==> config.mk <==
export PLATFORM = sky130hd
export DESIGN_NAME = fp_max_reduce
export DESIGN_NICKNAME = d
export VERILOG_FILES = /design/src/rtl/fp_max_reduce_pkg.sv /design/src/rtl/fp_comp.sv /design/src/rtl/fp_max_reduce.sv
export SDC_FILE = /design/constraint.sdc
export NUM_CORES = 1
export LEC_CHECK = 0
export ABC_AREA = 1
export CAP_MARGIN = 10
export CORE_MARGIN = 4
export CORE_UTILIZATION = 59
export CTS_CLUSTER_DIAMETER = 30
export CTS_CLUSTER_SIZE = 28
export DETAILED_ROUTE_END_ITERATION = 6
export PLACE_DENSITY = 0.87
export SYNTH_ARGS = -nofsm -noshare
export SYNTH_HDL_FRONTEND = slang
export SYNTH_HIERARCHICAL = 1
export SYNTH_SLANG_ARGS = --single-unit
==> constraint.sdc <==
create_clock -name clk -period 4.1 [get_ports clk]
set_input_delay 0.615 -clock clk [delete_from_list [all_inputs] [get_ports clk]]
set_output_delay 0.615 -clock clk [all_outputs]
set_load 0.005 [all_outputs]
==> src/rtl/fp_max_reduce_pkg.sv <==
// Shared FP encodings and FSM state encoding for the FP max-reduction block.
package fp_max_reduce_pkg;

  localparam logic [31:0] FP_NANS  = 32'h7FA0_0000;
  localparam logic [31:0] FP_ZEROP = 32'h0000_0000;
  localparam logic [31:0] FP_ZERON = 32'h8000_0000;
  localparam logic [31:0] FP_INFP  = 32'h7F80_0000;
  localparam logic [31:0] FP_INFN  = 32'hFF80_0000;

  typedef enum logic [2:0] {
    ST_IDLE   = 3'd0,
    ST_ACCEPT = 3'd1,
    ST_CMP1   = 3'd2,
    ST_CMP2   = 3'd3,
    ST_DONE   = 3'd4
  } state_e;

endpackage

==> src/rtl/fp_comp.sv <==
// IEEE-754 comparator with registered great/less/eq/inv flags, captured while act=1.
module fp_comp #(
  parameter int W  = 32,
  parameter int EW = 8
) (
  input  logic         clk,
  input  logic         rst,
  input  logic         act,
  input  logic [W-1:0] in1,
  input  logic [W-1:0] in2,
  output logic         great,
  output logic         less,
  output logic         eq,
  output logic         inv
);

  logic         nan1, nan2, g_c, l_c, e_c, n_c;
  logic [W-2:0] mag1, mag2;

  assign mag1 = in1[W-2:0];
  assign mag2 = in2[W-2:0];
  assign nan1 = (&in1[W-2:W-1-EW]) && (|in1[W-2-EW:0]);
  assign nan2 = (&in2[W-2:W-1-EW]) && (|in2[W-2-EW:0]);

  // Sign-magnitude ordering; +0 and -0 compare equal.
  always_comb begin
    g_c = 1'b0;
    l_c = 1'b0;
    e_c = 1'b0;
    n_c = 1'b0;
    if (nan1 || nan2) begin
      n_c = 1'b1;
    end else if ((mag1 == '0 && mag2 == '0) || in1 == in2) begin
      e_c = 1'b1;
    end else if (in1[W-1] != in2[W-1]) begin
      g_c = ~in1[W-1];
      l_c = in1[W-1];
    end else if (!in1[W-1]) begin
      g_c = (mag1 > mag2);
      l_c = ~g_c;
    end else begin
      g_c = (mag1 < mag2);
      l_c = ~g_c;
    end
  end

  always_ff @(posedge clk or negedge rst) begin
    if (!rst) begin
      great <= 1'b0;
      less  <= 1'b0;
      eq    <= 1'b0;
      inv   <= 1'b0;
    end else if (act) begin
      great <= g_c;
      less  <= l_c;
      eq    <= e_c;
      inv   <= n_c;
    end
  end

endmodule

==> src/rtl/fp_max_reduce.sv <==
// Streaming FP maximum reduction; optional running minimum via FP_REDUCE_MIN_EN.
//
// state  | meaning
// IDLE   | waiting for first element of a stream (in_ready=1)
// ACCEPT | waiting for next element (in_ready=1)
// CMP1   | candidate vs max presented, comparator capturing
// CMP2   | comparator flags valid, max/inv updated at end
// DONE   | result held with out_valid=1 until out_ready
module fp_max_reduce
  import fp_max_reduce_pkg::*;
#(
  parameter int W     = 32,
  parameter int CNT_W = 16
) (
  input  logic             clk,
  input  logic             rst,
  input  logic [W-1:0]     in_data,
  input  logic             in_valid,
  input  logic             in_last,
  output logic             in_ready,
  output logic [W-1:0]     out_max,
  output logic [CNT_W-1:0] out_count,
  output logic             out_inv,
  output logic             out_valid,
  input  logic             out_ready
`ifdef FP_REDUCE_MIN_EN
  ,output logic [W-1:0]    out_min
`endif
);

  state_e           state_q, state_d;
  logic [W-1:0]     max_q, cand_q;
  logic [CNT_W-1:0] cnt_q;
  logic             inv_q, last_q;
  logic             xfer, cmp_act;
  logic             c_great, c_less, c_eq, c_inv;

  assign xfer = in_valid && in_ready;

  always_comb begin
    state_d   = state_q;
    in_ready  = 1'b0;
    out_valid = 1'b0;
    cmp_act   = 1'b0;
    case (state_q)
      ST_IDLE: begin
        in_ready = 1'b1;
        if (in_valid) state_d = in_last ? ST_DONE : ST_ACCEPT;
      end
      ST_ACCEPT: begin
        in_ready = 1'b1;
        if (in_valid) state_d = ST_CMP1;
      end
      ST_CMP1: begin
        cmp_act = 1'b1;
        state_d = ST_CMP2;
      end
      ST_CMP2: begin
        cmp_act = 1'b1;
        state_d = last_q ? ST_DONE : ST_ACCEPT;
      end
      ST_DONE: begin
        out_valid = 1'b1;
        if (out_ready) state_d = ST_IDLE;
      end
      default: state_d = ST_IDLE;
    endcase
  end

  always_ff @(posedge clk or negedge rst) begin
    if (!rst) state_q <= ST_IDLE;
    else      state_q <= state_d;
  end

  fp_comp #(.W(W)) u_comp (
    .clk   (clk),
    .rst   (rst),
    .act   (cmp_act),
    .in1   (cand_q),
    .in2   (max_q),
    .great (c_great),
    .less  (c_less),
    .eq    (c_eq),
    .inv   (c_inv)
  );

  always_ff @(posedge clk or negedge rst) begin
    if (!rst) begin
      max_q  <= '0;
      cand_q <= '0;
      cnt_q  <= '0;
      inv_q  <= 1'b0;
      last_q <= 1'b0;
    end else begin
      if (state_q == ST_IDLE && xfer) begin
        max_q <= in_data;
        cnt_q <= CNT_W'(1);
        inv_q <= 1'b0;
      end else if (state_q == ST_ACCEPT && xfer) begin
        cand_q <= in_data;
        last_q <= in_last;
        if (cnt_q != '1) cnt_q <= cnt_q + CNT_W'(1);
      end else if (state_q == ST_CMP2) begin
        // An unordered compare flags invalid and never moves the maximum.
        if (c_inv)        inv_q <= 1'b1;
        else if (c_great) max_q <= cand_q;
      end
    end
  end

`ifdef FP_REDUCE_MIN_EN
  logic [W-1:0] min_q;

  always_ff @(posedge clk or negedge rst) begin
    if (!rst) begin
      min_q <= '0;
    end else if (state_q == ST_IDLE && xfer) begin
      min_q <= in_data;
    end else if (state_q == ST_CMP2 && !c_inv && c_less) begin
      min_q <= cand_q;
    end
  end

  assign out_min = min_q;
`endif

  assign out_max   = max_q;
  assign out_count = cnt_q;
  assign out_inv   = inv_q;

  logic unused_eq;
  assign unused_eq = c_eq;

endmodule

---- Word level (Yosys, flattened, before mapping) ----
Cells that the tools add are included.
word-level totals
  bits in registers ....................... 87
  input port bits ......................... 37
  output and inout bits ................... 51
  word-level logic and storage cells ...... 78
cells by class
  bitwise logic cells ..................... 2
  reduce and logical (&&, ||, !) cells .... 27
  order comparisons ....................... 2
  add/sub/neg operators ................... 1
  multiplexer cells ....................... 26
  eq/ne operators ......................... 12
operators by type and width
  kind                   count
  $mux 32                5
  $logic_not 31->1       2
  $mux 16                3
  $reduce_or 23->1       2
  $eq 32x32->1           1
  $gt 31x31->1           1
  $lt 31x31->1           1
  $add 16x1->16 const B  1
  $ne 16x16->1 const B   1
  $reduce_and 8->1       2
  $mux 3                 5
  $pmux 3 s5             1
  $mux 1                 12
  $ne 2x2->1 const B     5
  $reduce_bool 2->1      5
  $eq 3x2->1 const B     2
  $logic_and 1x1->1      6
  $reduce_and 3->1       2
  $reduce_and 2->1       2
  $reduce_and 4->1       1
  $reduce_or 2->1        2
  $eq 3x1->1 const B     1
  $eq 3x3->1 const B     1
  $logic_not 3->1        1
  3 further kinds        5

---- Depth between registers and ports, before layout ----
Gate-level depths: netlist (run 1).
  word-level depth ........................ 7
  gate-level depth with buffers ........... 15
  mapped depth without buffers ............ 15

---- Cells and area by module ----
Netlist (run 1), hierarchy kept.
by module, submodules not included
  module         instances  cells each  area an instance (µm²)  seq. area each (µm²)
  fp_max_reduce  1          508         4030.1                  2127.0
  fp_comp        1          266         1500.2                  100.1

---- Least setup slack after synthesis (run 1) ----
Ideal clock, no wire load.
  path kind ............................... register to register
  from .................................... reg max_q[26], in the netlist out_max[26]
  to ...................................... reg u_comp.great
  buffers on the path ..................... 0
  setup time .............................. 0.117 ns
  path slack .............................. 2.498 ns
  stages on the path, launching flop included .. 13
  arrival ................................. 1.485 ns
  data required time ...................... 3.983 ns
  clock period less this slack ............ 1.602 ns
  path through ............................ dfrtp_1 inv_1 ha_1 nand2_1 inv_2 nand3_2 or2_1 nor2_2 nand3_1 nand2_1 nor2_1 nand3_1 nand2_1
between the ends
  longest elaborated chain between the ends .. 5
  elaborated cells on any way between the ends .. 13
  classes of those cells .................. order compare: 2; eq/ne: 1; mux: 4; reduce/logical: 6
RTL lines
  element                                             RTL line                      source
  start: declaration                                  fp_max_reduce.sv:32           logic [W-1:0] max_q, cand_q;
  start signal: assignment                            fp_max_reduce.sv:96           max_q <= in_data;
  start signal: assignment                            fp_max_reduce.sv:106          else if (c_great) max_q <= cand_q;
  $gt 31x31->1 (tied with other cells)                fp_comp.sv:39                 g_c = (mag1 > mag2);
  $mux 1 / $logic_and 1x1->1 (equally long branches)  fp_comp.sv:38, fp_comp.sv:33
  $mux 1 / $logic_or 1x1->1 (equally long branches)   fp_comp.sv:35, fp_comp.sv:33
  $mux 1                                              fp_comp.sv:33                 end else if ((mag1 == '0 && mag2 == '0) || in1 == in2) begin
  $mux 1 *                                            fp_comp.sv:31                 if (nan1 || nan2) begin
  end signal: assignment                              fp_comp.sv:54                 great <= g_c;
  end: declaration                                    fp_comp.sv:11                 output logic great,
Mark *: on every way between the ends. The rest lies on a longest branch, timed or not.
A chain may end at the register's enable or synchronous reset.

---- Worst setup path after layout (run 1) ----
  from .................................... in in_valid
  to ...................................... reg max_q[30], in the netlist out_max[30]
between the ends
  longest elaborated chain between the ends .. 4
  elaborated cells on any way between the ends .. 9
  classes of those cells .................. eq/ne: 2; mux: 1; reduce/logical: 6
RTL lines
  element                                                           RTL line                                  source
  start: declaration                                                fp_max_reduce.sv:18                       input logic in_valid,
  $logic_and 1x1->1 *                                               fp_max_reduce.sv:38                       assign xfer = in_valid && in_ready;
  $logic_and 1x1->1 (on tied branches)                              fp_max_reduce.sv:95, fp_max_reduce.sv:99
  $ne 2x2->1 (no line) / $reduce_bool 2->1 (equally long branches)  --
  $reduce_and 4->1 (no line)                                        --
Marks and branches as above.

==> results.sh, run 1 <==
export IMPL_power_share_switching_pct=45.3
export IMPL_cts_repair_timing_setup_buffer_count=0
export IMPL_crit_type="input port to flop"
export IMPL_die_height_um=104
export IMPL_crit_path_end_kind="flop"
export IMPL_avgSynthCellArea_um2=7.13
export IMPL_avgViaCountPerCell=5.59
export IMPL_portion_of_total_power_attributed_to_combinational_logic_pct=52.2
export IMPL_final_net_count=913
export IMPL_path_cells="clkdlybuf4s50_1 > nand3_2 > inv_2 > nand2_1 > o21a_1 > a21oi_1"
export IMPL_dieWidth_um=104
export IMPL_most_common_cell_after_layout_fill_and_taps_aside="sky130_fd_sc_hd__nand2_1"
export IMPL_rsz0062_at_grt="no"
export IMPL_drc_errors=0
export IMPL_final_hold_worst_slack_ps=321
export IMPL_cts_sink_count=87
export IMPL_clk_pin_slew_ps=90
export IMPL_pwr_density_cell_mw_per_mm2=695
export IMPL_post_cts_hold_buffer_count=0
export IMPL_antenna_found_initial=0
export IMPL_maxCapViolations=0
export IMPL_final_cell_area_mm2=0.00652
export IMPL_status="complete, no violations"
export IMPL_count_of_tritonroute_iterations_in_the_first_routing_pass=7
export IMPL_place_detailed_hpwl_um=10200
export IMPL_pin_count_of_the_biggest_net_entering_global_routing=72
export IMPL_share_clk_of_total_power_pct=11.4
export IMPL_critPathMaxFanout=71
export IMPL_routed_wl_um=13900
export IMPL_fin_crit_sh_pct=60.7
export IMPL_clock_tree_htree_level_count=3
export IMPL_worst_ep_required_time_ps=4380
export IMPL_first_pass_grt_wire_length_um=23800
export IMPL_total_nets_after_synthesis=834
export IMPL_worst_endpoint_arrival_ps=2770
export IMPL_ant_nets=0
export IMPL_cts_tree="done"
export IMPL_global_route_overflow_total=0
export IMPL_place_gp_congestion=0.875
export IMPL_power_sequential_fraction_pct=36.3
export IMPL_post_synth_instance_area_mm2=0.00545
export IMPL_antennaDiodeCount=0
export IMPL_synth_warning_count=6
export IMPL_finalSetupTns_ps=0
export IMPL_power_switching_mw=2.05
export IMPL_syn_to_final_growth_pct=19.6
export IMPL_first_global_vias=5239
export IMPL_cellLeakagePower_nw=3.16
export IMPL_clock_fmax_mhz=402
export IMPL_dpl_cell_area_mm2=0.00637
export IMPL_maxSlewHeadroom_pct=27.6
export IMPL_cts_path_max_buffers=2
export IMPL_ctsRootBufferMaster="sky130_fd_sc_hd__clkbuf_8"
export IMPL_syn_instance_count=765
export IMPL_via_count=5338
export IMPL_clock_latency_ps=350
export IMPL_max_stage_delay_ps=860
export IMPL_final_worst_setup_slack_ps=1610
export IMPL_shortest_period_the_worst_path_allows_ps=2490
export IMPL_critical_path_slowest_cell="sky130_fd_sc_hd__inv_2"
export IMPL_initial_utilization_pct=61.6
export IMPL_wire_per_inst_um=14.5
export IMPL_row_count=34
export IMPL_clock_skew_ps=13.8
export IMPL_floorplan_die_area_mm2=0.0108
export IMPL_timing_hold_violations_final=0
export IMPL_final_layout_size_suffix_gt1_share_pct=6.85
export IMPL_core_area_mm2=0.00885
export IMPL_setup_worst_path_start_class="input port"
export IMPL_dp_slack_ps=1280
export IMPL_final_cell_mix="sky130_fd_sc_hd__nand2_1, sky130_fd_sc_hd__inv_1, sky130_fd_sc_hd__nor2_1"
export IMPL_io_buffers=87
export IMPL_gr_usage_all_layers_pct=26.1
export IMPL_layout_core_utilization_pct=73.7
export IMPL_tritoncts_num_buffers=9
export IMPL_final_max_slew_violation_count=0
export IMPL_number_of_instances_resized_during_post_cts_repair=0
export IMPL_ios=88
export IMPL_worst_slew_pin_transition_ps=1090
export IMPL_setup_violations=0
export IMPL_vdd_ir_drop_max_v=0.000488
export IMPL_nFillCells=719
export IMPL_internal_power_mw=2.48
export IMPL_hp_class="input port to async pin"
export IMPL_detailedRoute_firstIterationViolations=397
[layout make-up]
class | instances | area (um^2) | share of cell area (%)
multi-input cells | 527 | 2680 | 41.1
flip-flops and latches | 87 | 2180 | 33.4
repair buffers | 90 | 891 | 13.7
inverters | 129 | 484 | 7.42
well taps | 108 | 135 | 2.07
clock buffers | 10 | 128 | 1.96
clock inverters | 4 | 25.0 | 0.384
[flip-flops by register name, summed over array words and instances, names as in the netlist]
register      count
out_count        16
last_q            1
u_comp/inv        1
out_inv           1
cand_q           32
out_max          32
state_q           3
u_comp/great      1
[power by group through the flow]
stage               logic (mW)  registers (mW)  clock network [mW]
floorplan                 1.53            1.56                   0
global placement          2.19            1.64                   0
CTS                       2.36            1.64               0.528
detailed placement        2.34            1.65                   0
finish                    2.37            1.65               0.519
global route              2.70            1.70               0.559
[worst paths after layout]
| kind | from | slack [ps] | endpoint | cells after the start |
|---|---|---|---|---|
| setup / recovery | in_valid | 1610 | out_max[30]$_DFFE_PN0P_ | 6 |
| hold / removal | rst | 320 | cand_q[6]$_DFFE_PN0P_ | 1 |
| hold reg to reg | cand_q[0]$_DFFE_PN0P_ | 530 | cand_q[0]$_DFFE_PN0P_ | 2 |
| setup reg to reg | state_q[1]$_DFFE_PN0P_ | 1710 | out_max[30]$_DFFE_PN0P_ | 6 |
| max in group asynchronous | rst | 2930 | cand_q[15]$_DFFE_PN0P_ | 2 |
| min in group clk | cand_q[0]$_DFFE_PN0P_ | 530 | cand_q[0]$_DFFE_PN0P_ | 2 |
[metal layers]
metal,share of wire (%),vias up,track usage [%],wire [um]
met5,0,-,0,0
li1,-,2587,-,-
met2,50,206,46.1,7000
met4,1.8,0,7.69,246
met1,42,2508,33.0,5800
met3,6.1,37,4.03,849
[through the flow]
step | power [mW] | instances
final | 4.53 | 955
after floorplan | 3.09 | 765
after global routing | 4.96 | 955
after CTS | 4.53 | 955
after global placement | 3.83 | 941
after detailed placement | 3.99 | 941
[critical path: cells and delay by family]
kind                   cells  cell delay [ps]
buffers and inverters      2             1390
AO/OA/AOI/OAI              2              310
AND/OR/NAND/NOR            2              410
Power figures use the tool's default switching activity.
==> run 2, diff against run 1 <==
--- a/config.mk
+++ b/config.mk
@@ -8,11 +8,11 @@
 export ABC_AREA = 1
 export CAP_MARGIN = 10
 export CORE_MARGIN = 4
-export CORE_UTILIZATION = 59
+export CORE_UTILIZATION = 49
 export CTS_CLUSTER_DIAMETER = 30
 export CTS_CLUSTER_SIZE = 28
 export DETAILED_ROUTE_END_ITERATION = 6
-export PLACE_DENSITY = 0.87
+export PLACE_DENSITY = 0.77
 export SYNTH_ARGS = -nofsm -noshare
 export SYNTH_HDL_FRONTEND = slang
 export SYNTH_HIERARCHICAL = 1
==> constraint.sdc (replaced) <==
create_clock -name clk -period 2.1 [get_ports clk]
set_input_delay 0.315 -clock clk [delete_from_list [all_inputs] [get_ports clk]]
set_output_delay 0.315 -clock clk [all_outputs]
set_load 0.005 [all_outputs]
==> results.sh, run 2 (same netlist as run 1, synthesis figures left out) <==
export IMPL_status="complete, no violations"
export IMPL_max_stage_delay_ps=500
export IMPL_cellLeakagePower_nw=3.23
export IMPL_critical_path_top_delay_family="buffers and inverters"
export IMPL_first_pass_grt_wire_length_um=24000
export IMPL_syn_to_final_growth_pct=23.3
export IMPL_final_max_slew_violation_count=0
export IMPL_first_global_vias=5169
export IMPL_place_detailed_hpwl_um=10400
export IMPL_floorplan_die_area_mm2=0.0129
export IMPL_cts_path_max_buffers=2
export IMPL_final_cell_mix="sky130_fd_sc_hd__nand2_1, sky130_fd_sc_hd__inv_1, sky130_fd_sc_hd__nor2_1, sky130_fd_sc_hd__dfrtp_1, sky130_fd_sc_hd__clkdlybuf4s50_1"
export IMPL_path_cells="nor2_2 > nand2_1 > nand2_2 > clkdlybuf4s50_1"
export IMPL_setup_reg_to_reg_worst_slack_ps=270
export IMPL_area_sequential_mm2=0.00218
export IMPL_final_worst_setup_slack_ps=67.5
export IMPL_critical_path_slowest_cell="sky130_fd_sc_hd__clkdlybuf4s50_1"
export IMPL_final_layout_size_suffix_gt1_share_pct=8.20
export IMPL_clock_fmax_mhz=492
export IMPL_row_count=38
export IMPL_final_net_count=919
export IMPL_globalRouteMet2Util_pct=37.8
export IMPL_wire_per_inst_um=14.1
export IMPL_timing_rr_start="out_max[14]$_DFFE_PN0P_"
export IMPL_timing_hold_violations_final=0
export IMPL_worstReg2RegEnd="u_comp/great$_DFFE_PN0P_"
export IMPL_ctsRootBufferMaster="sky130_fd_sc_hd__clkbuf_8"
export IMPL_core_area_mm2=0.0109
export IMPL_count_of_tritonroute_iterations_in_the_first_routing_pass=4
export IMPL_clock_latency_ps=370
export IMPL_crit_path_end_kind="output pin"
export IMPL_tritoncts_num_buffers=9
export IMPL_globalRoute_busiestLayer="met2"
export IMPL_dp_slack_ps=291
export IMPL_worst_endpoint_arrival_ps=1720
export IMPL_multi_input_gate_area_in_the_final_layout_mm2=0.00270
export IMPL_gr_usage_all_layers_pct=22.7
export IMPL_crit_cells=4
export IMPL_groute_layer_met3_usage_pct=3.34
export IMPL_pwr_density_cell_mw_per_mm2=1370
export IMPL_maxSlewHeadroom_pct=65.2
export IMPL_placed_cells=978
export IMPL_initial_utilization_pct=50.1
export IMPL_routed_wl_um=14000
export IMPL_grt_use_met1_pct=29.9
export IMPL_global_route_overflow_total=0
export IMPL_drc_errors=0
export IMPL_setup_violations=0
export IMPL_cts_tree="done"
export IMPL_setup_worst_path_start_class="flop"
export IMPL_most_common_cell_after_layout_fill_and_taps_aside="sky130_fd_sc_hd__nand2_1"
export IMPL_ios=88
export IMPL_hp_class="input port to async pin"
export IMPL_worst_slew_pin_transition_ps=522
export IMPL_vdd_ir_drop_max_v=0.000709
export IMPL_final_hold_worst_slack_ps=461
export IMPL_crit_type="flop to output pin"
export IMPL_worst_ep_required_time_ps=1780
export IMPL_reg2reg_depth=11
export IMPL_place_gp_congestion=0.930
export IMPL_rsz0062_at_grt="yes"
export IMPL_fin_crit_sh_pct=96.8
export IMPL_avgViaCountPerCell=5.31
export IMPL_shortest_period_the_worst_path_allows_ps=2030
export IMPL_cts_sink_count=87
export IMPL_io_buffers=87
export IMPL_layout_cells_non_filler=994
export IMPL_clock_tree_htree_level_count=3
export IMPL_antenna_found_initial=0
export IMPL_ant_nets=0
export IMPL_die_height_um=113
export IMPL_clock_skew_ps=7.94
export IMPL_detailedRoute_firstIterationViolations=422
export IMPL_finalSetupTns_ps=0
export IMPL_pin_count_of_the_biggest_net_entering_global_routing=65
export IMPL_cp_buffers_inverters=1
export IMPL_clk_pin_slew_ps=80
export IMPL_dieWidth_um=113
export IMPL_cts_repair_timing_setup_buffer_count=0
export IMPL_antennaDiodeCount=0
export IMPL_nFillCells=994
export IMPL_critPathMaxFanout=6
export IMPL_maxCapViolations=0
export IMPL_via_count=5281
[run 2: final cells by class]
type,instances,share of cell area [%]
flip-flops and latches,87,32.4
inverters,129,7.20
clock inverters,3,0.633
multi-input cells,527,40.1
repair buffers,96,14.7
clock buffers,12,2.31
well taps,140,2.61
[run 2: worst max path at each step]
stage,startpoint,to,slack [ps]
finish,state_q[1]$_DFFE_PN0P_,in_ready,70
global route,state_q[1]$_DFFE_PN0P_,in_ready,-20
CTS,state_q[0]$_DFFE_PN0P_,in_ready,20
detailed placement,out_count[0]$_DFFE_PN0P_,out_count[13]$_DFFE_PN0P_,290
global placement,out_count[1]$_DFFE_PN0P_,out_count[14]$_DFFE_PN0P_,320
floorplan,out_count[1]$_DFFE_PN0P_,out_count[10]$_DFFE_PN0P_,520
[run 2: power by group]
part           internal [mW]  switching [mW]
combinational           2.14            2.59
clock                  0.607           0.592
sequential              2.39           0.859
[run 2: layer usage]
| metal | part of all wire, % | vias up |
|---|---|---|
| met1 | 44 | 2476 |
| met5 | 0 | - |
| li1 | - | 2609 |
| met3 | 5.3 | 28 |
| met2 | 48 | 168 |
| met4 | 2.5 | 0 |
[run 2: metrics by stage]
| stage | util (%) | cell area (um^2) | total power [mW] |
|---|---|---|---|
| after floorplan | - | 5450 | 6.03 |
| after global placement | 59.7 | 6500 | 7.63 |
| after detailed placement | 59.7 | 6500 | 7.93 |
| after CTS | 61.6 | 6710 | 9.16 |
| after global routing | 61.7 | 6720 | 10.0 |
| final | 61.7 | 6720 | 9.18 |
[run 2: timing repair]
action	4_1_cts	5_1_grt
hold buffers	1	0
endpoints found under the hold margin	37	0
endpoints found under the setup margin	1	2
resized for setup	1	5
